## src/rtl/acc_word_memory.sv

```systemverilog
// acc_word_memory: 32x16 synchronous data memory beside the accumulator datapath,
// self-initialised with an arithmetic pattern after every reset.
module acc_word_memory #(
   parameter logic [15:0] INIT_BASE = 16'h0001,
   parameter logic [15:0] INIT_STEP = 16'h0001
) (
   input  logic        Clock,
   input  logic        Reset,
   input  logic [4:0]  Address,
   input  logic [15:0] DataIN,
   input  logic        ReadEnable,
   input  logic        WriteEnable,
   output logic [15:0] DataOut,
   output logic        InitDone,
   output logic        AccessDropped
);
   typedef enum logic {INIT, SERVE} state_t;
   state_t      state_q, state_d;
   logic [4:0]  cnt_q, cnt_d;
   logic [15:0] word_q, word_d;
   logic [15:0] data_q, data_d;
   logic        dropped_q, dropped_d;
   logic [15:0] mem [32];
   logic        we;
   logic [4:0]  waddr;
   logic [15:0] wdata;
   always_ff @(posedge Clock or posedge Reset) begin
      if (Reset) begin
         state_q   <= INIT;
         cnt_q     <= '0;
         word_q    <= INIT_BASE;
         data_q    <= '0;
         dropped_q <= 1'b0;
      end else begin
         state_q   <= state_d;
         cnt_q     <= cnt_d;
         word_q    <= word_d;
         data_q    <= data_d;
         dropped_q <= dropped_d;
      end
   end
   // Running sum replaces INIT_BASE + cnt*INIT_STEP; wraps naturally at 16 bits.
   always_comb begin
      state_d   = (state_q == INIT && cnt_q == 5'd31) ? SERVE : state_q;
      cnt_d     = (state_q == INIT) ? cnt_q + 5'd1 : cnt_q;
      word_d    = (state_q == INIT) ? word_q + INIT_STEP : word_q;
      data_d    = (state_q == SERVE && ReadEnable) ? mem[Address] : data_q;
      dropped_d = dropped_q | (state_q == INIT && (ReadEnable || WriteEnable));
      we        = (state_q == INIT) | WriteEnable;
      waddr     = (state_q == INIT) ? cnt_q : Address;
      wdata     = (state_q == INIT) ? word_q : DataIN;
   end
   always_ff @(posedge Clock)
      if (we) mem[waddr] <= wdata;
   assign DataOut       = data_q;
   assign InitDone      = (state_q == SERVE);
   assign AccessDropped = dropped_q;
endmodule
```

## config.mk

```make
export PLATFORM = sky130hd
export DESIGN_NAME = acc_word_memory
export DESIGN_NICKNAME = d
export VERILOG_FILES = /design/src/rtl/acc_word_memory.sv
export SDC_FILE = /design/constraint.sdc
export NUM_CORES = 1
export LEC_CHECK = 0
export BUFFER_PORTS_ARGS = -buffer_cell sky130_fd_sc_hd__buf_4
export CAP_MARGIN = 40
export CORE_MARGIN = 1.5
export CORE_UTILIZATION = 45
export DETAILED_ROUTE_END_ITERATION = 6
export GPL_TIMING_DRIVEN = 0
export PLACE_DENSITY = 0.7
export SYNTH_ARGS = -nofsm -noshare
export SYNTH_HDL_FRONTEND = slang
export SYNTH_SLANG_ARGS = --single-unit
```

## constraint.sdc

```tcl
create_clock -name Clock -period 3.75 [get_ports Clock]
set_input_delay 0.5625 -clock Clock [delete_from_list [all_inputs] [get_ports Clock]]
set_output_delay 0.5625 -clock Clock [all_outputs]
set_load 0.01 [all_outputs]
```

# [Yosys cells after proc, flatten, opt, wreduce, memory -nomap -nowiden]
# Memory sizes are Yosys's and may differ from the RTL's. A register that Yosys moved wholly into a read port is not among the register bits.
# Index checks and enable logic that the tools add are counted.
[classes] eq_ne=1 reduce_logical=4 bitwise_logic=3 n_mux=4 add_sub_neg=2
[ops] operator="$add 16x1->16 const B" count=1
[ops] operator="$mux 16" count=1
[ops] operator="$add 5x1->5 const B" count=1
[ops] operator="$eq 5x5->1 const B" count=1
[ops] operator="$mux 5" count=1
[ops] operator="$logic_and 1x1->1" count=3
[ops] operator="$mux 1" count=2
[ops] operator="$or 1x1->1" count=2
[ops] operator="$logic_or 1x1->1" count=1
[ops] operator="$not 1->1" count=1
[word_totals] mem_count=1 ff_bits=23 inputBits=25 ramBits=512
[mem_list] name="mem" words=32 word_bits=16 read_ports=1 rd_clocked_by_memory_dff=1 wr=1 line_no="23" rtl="logic [15:0] mem [32];"

# [Longest topological paths before layout]
[depth] depth_word=4 mapped_depth=8 ltp_nobuf=5

# [Worst setup path after synthesis]
# No wires, ideal clock.
[synth_path] path_type="input to register" startpoint="in Address[0]" endpoint="mem mem[11][0] (enable)" setup_ns=0.388 arrival_ns=2.307 path_stages=7 slack_ns=1.055 required_ns=3.362 path_cell_list="buf_4 buf_6 buf_6 buf_4 nand2_1 o22a_1 nor2_1"
[synth_via] elab_chain_cells=1
[synth_lines] item="from (decl)" line_no="9" rtl="input logic [4:0] Address,"
[synth_lines] item="$mux 5" line_no="50" rtl="waddr = (state_q == INIT) ? cnt_q : Address;"
[synth_lines] item="to (decl)" line_no="23"
# No other way between the ends.

# [Final worst setup path]
[layout_path] startpoint="reg state_q (netlist: InitDone)" endpoint="mem mem[23][2], data pin"
[layout_via] elab_chain_cells=1
[layout_lines] item="from (decl)" line_no="18" rtl="state_t state_q, state_d;"
[layout_lines] item="from (signal assigned)" line_no="35" rtl="state_q <= state_d;"
[layout_lines] item="$mux 16" line_no="51" rtl="wdata = (state_q == INIT) ? word_q : DataIN;"
[layout_lines] item="named net wdata[2]" line_no="26" rtl="logic [15:0] wdata;"
# The timed path passes the listed nets, and every way through them passes these cells.

==> qor.json <==
{
  "fillers": 3751,
  "yosys.area_share.adder_pct": 0.170,
  "post_synth_and_or_nand_nor_area_fraction_pct": 2.06,
  "setup_fix_buffers_added_after_clock_tree_synthesis": 0,
  "multi_input_area_sq_um": 5300,
  "timing.setup.critical_path_class": "flop to flop",
  "largest_family_of_logic_cells_by_synthesized_area": "multiplexers",
  "register_area_sq_um": 16400,
  "number_of_buffers_added_by_the_clock_tree_synthesis_step": 54,
  "placement_rows": 80,
  "finalCriticalPeriod_ns": 3.10,
  "grt_start_max_net_pins": 34,
  "proportion_of_register_bits_with_asynchronous_set_or_reset_after_synthesis_pct": 7.08,
  "final_min_period_over_clock_period_pct": 82.6,
  "power_share_of_the_clock_group_pct": 41.2,
  "rsz0062_at_grt": "false",
  "net-switching-power_mw": 2.83,
  "timing.critical_path.slowest_stage_cell": "a21o_1",
  "crit_path_max_fanout": 32,
  "slowest_delay_ns": 0.86,
  "ys_top_cells_by_area": "edfxtp_1 (70%), mux2i_1 (12%), dfrtp_1 (4.3%), a22oi_1 (2.2%), a221oi_2 (1.5%)",
  "cts_root_buffer": "clkbuf_16",
  "clk_latency_ns": 0.62,
  "portion_of_the_post_synthesis_area_used_by_sequential_elements_pct": 74.1,
  "ctsResizeCount": 0,
  "flow.area_growth_from_synthesis_pct": 15.5,
  "antenna_found_initial": 1,
  "slew-limit-headroom_pct": 34.0,
  "wl_microns": 56500,
  "switching_share_pct": 21.9,
  "dpl.cell_count": 1918,
  "drt_pass1_iterations": 7,
  "critPathRequiredTime_ns": 4.01,
  "ant_nets": 0,
  "yosysUniqueCellTypes": 45,
  "layout-drive-gt1-share_pct": 20.8,
  "route.detailed.drc": 2,
  "timing_hold_violations_final": 0,
  "maxCapViolCount": 0,
  "avgSynthCellArea_sq_um": 18.0,
  "synth-xor-area-share_pct": 0.715,
  "cts.path.max_buffers": 3,
  "globalRouteTotalUtil_pct": 22.6,
  "critical_path.most_common_cell": "clkbuf_1",
  "grt_overflow": 0,
  "die_h_microns": 224,
  "post_drt_via_cell_ratio": 5.98,
  "power.density_nw_per_um2": 508,
  "drt_iter0_drcs": 1271,
  "die_area_sq_um": 50400,
  "min-delay-path-class": "input port to flop",
  "pwr-share-seq_pct": 52.6,
  "post-synth-top-area-cell": "edfxtp_1",
  "synthMuxAreaShare_pct": 12.6,
  "synth-seq-cells": 551,
  "fin_worst_setup_slack_ns": 0.651,
  "num-nets-final": 1389,
  "critical_path_arrival_ns": 3.36,
  "syn-cell-area_sq_um": 22100,
  "post-synth-top-area-fraction_pct": 69.7,
  "core_region_area_sq_um": 48000,
  "ys.warnings.count": 0,
  "compound_gate_fraction_of_synth_area_pct": 8.06,
  "status": "finished, violations left",
  "post_layout_nonfiller_instances": 2022,
  "post-place-ws_ns": 0.564,
  "placed_cell_area_sq_um": 23700,
  "finalSetupViolCount": 0,
  "fmaxAchievable_ghz": 0.323,
  "num_io_pins": 43,
  "design_power_total_mw": 12.9,
  "sequence_of_cells_on_the_critical_path": "clkbuf_1 -> clkbuf_1 -> buf_1 -> a21o_1",
  "vias": 12100,
  "fin_worst_skew_ns": 0.0281,
  "number_of_global_route_vias_before_repair": 11900,
  "report.final.slew_viol_count": 0,
  "initial_standard_cell_utilization_of_the_core_pct": 45.9,
  "clock_tree_from_tritoncts": "done",
  "setup.worst_path.end_class": "flop",
  "synthesis.nets": 1255,
  "synth_edf_count": 512,
  "postSynthCellCount": 1227,
  "cts.sinks": 551,
  "chipWidth_microns": 224,
  "power_frac_comb_pct": 6.2,
  "dominantRegCellSynth": "edfxtp_1",
  "setup.worst_path.start_class": "flop",
  "clock_transition_at_the_registers_of_the_reported_paths_ns": 0.06,
  "clock_tree.htree_level_count": 2,
  "violated_checks": "design-rule violations",
  "placement.io_buffers": 40,
  "grt_first_pass_wirelength_microns": 81500,
  "hpwlAfterDp_microns": 38100,
  "power.leakage_nw": 9.08,
  "place_congestion": 0.896,
  "final_instance_area_sq_um": 25500,
  "vdd.ir_drop.worst_mv": 0.415,
  "cell_internal_pwr_mw": 10.1,
  "totalNegativeSetupSlack_ns": 0,
  "post_drt_wl_per_cell_microns": 27.9,
  "worst_pin_slew_ns": 0.990
}
-- what timing repair did --
action                                  CTS  global route
hold buffers                              1             0
endpoints found under the hold margin     6             0
endpoints found under the setup margin    0             0
-- layer usage --
metal,track usage [%],vias to the layer above,share of wire [%]
li1,-,5206,-
met1,30.7,6165,40
met2,35.9,594,47
met3,4.62,131,9.1
met4,9.14,2,3.9
met5,0,-,0.023
-- cells in the mapped netlist (5+ instances only) --
cell type	instances
a221oi_1	10
a221oi_2	22
nand3_1	6
clkbuf_1	18
o22ai_1	16
nand2_1	33
dfrtp_1	38
mux2_2	19
mux2i_1	257
a22oi_1	64
inv_1	5
nor2b_1	5
buf_6	11
nor2_1	37
a21oi_1	33
edfxtp_1	512
buf_1	5
xnor2_1	13
o41ai_2	16
buf_4	12
buf_2	21
xor2_1	5
a22o_1	32
-- path summary, 6_finish.rpt --
kind | startpoint | depth (start not counted) | slack, ns | end
worst max-delay path | InitDone | 4 | 0.65 | mem[23][2]
worst min-delay path | ReadEnable | 3 | 0.26 | AccessDropped
worst max register to register | InitDone | 4 | 0.65 | mem[23][2]
worst min register to register | word_q[15] | 1 | 0.48 | word_q[15]
max in group asynchronous | Reset | 4 | 2.79 | word_q[0]
min in group asynchronous | Reset | 3 | 0.44 | word_q[8]
-- critical path, delay by kind of cell, from the launching register on --
family                 cells  cell delay (ns)
buffers and inverters      3             1.51
AOI/OAI and AO/OA          1             0.86
DFF                        1             0.36
-- through the flow --
step           util, %  hold slack [ns]
6_report          53.0            0.255
3_5_place_dp      49.4            0.468
2_1_floorplan        -            0.438
3_3_place_gp      48.1            0.464
5_1_grt           53.0            0.270
4_1_cts           53.0            0.228
-- layout make-up --
class	count	area share, %
Clock buffer	70	5.70
Sequential cell	551	64.2
Buffer	71	1.87
Inverter	5	0.0736
Timing Repair Buffer	78	3.23
Antenna cell	1	0.00982
Multi-Input combinational cell	600	20.8
Clock inverter	31	1.16
Tap cell	615	3.02
-- cells in the final DEF (no fill, tap or decap), types with 4 or more instances in the layout --
cell,netlist,routed
edfxtp_1,512,512
mux2i_1,257,257
a22oi_1,64,64
buf_4,12,55
clkbuf_16,0,55
dfrtp_1,38,38
nand2_1,33,33
nor2_2,1,33
a21oi_1,33,33
a22o_1,32,32
clkbuf_1,18,31
buf_8,2,24
a221oi_2,22,22
buf_6,11,21
buf_2,21,21
mux2_2,19,19
o22ai_1,16,16
o41ai_2,16,16
xnor2_1,13,13
clkinv_1,0,13
a221oi_1,10,10
clkinv_2,0,8
nand3_1,6,6
xor2_1,5,5
nor2b_1,5,5
nor2_1,37,5
buf_1,5,5
bufinv_16,0,5
and3_1,4,4
inv_1,5,4
o32ai_1,4,4
-- cell families after synthesis --
group | count (synthesis)
buffers and inverters | 76
AND/OR/NAND/NOR | 101
flip-flops | 551
AO/OA/AOI/OAI | 202
adder cells (fa/ha/maj) | 3
XOR/XNOR | 18
multiplexers | 276
-- sequential cells by signal, summed over array words and instances (netlist names) --
register       flops
AccessDropped      1
DataOut           16
InitDone           1
cnt_q              5
mem              512
word_q            16
-- power groups by stage --
stage | registers [mW] | clock network, mW | logic, mW
CTS | 6.80 | 5.40 | 0.796
floorplan | 6.92 | 0 | 0.452
finish | 6.81 | 5.34 | 0.804
global placement | 6.93 | 0 | 0.755
global route | 6.80 | 5.62 | 0.836
detailed placement | 6.93 | 0 | 0.793
No activity file was read; power rests on OpenSTA's default activity.
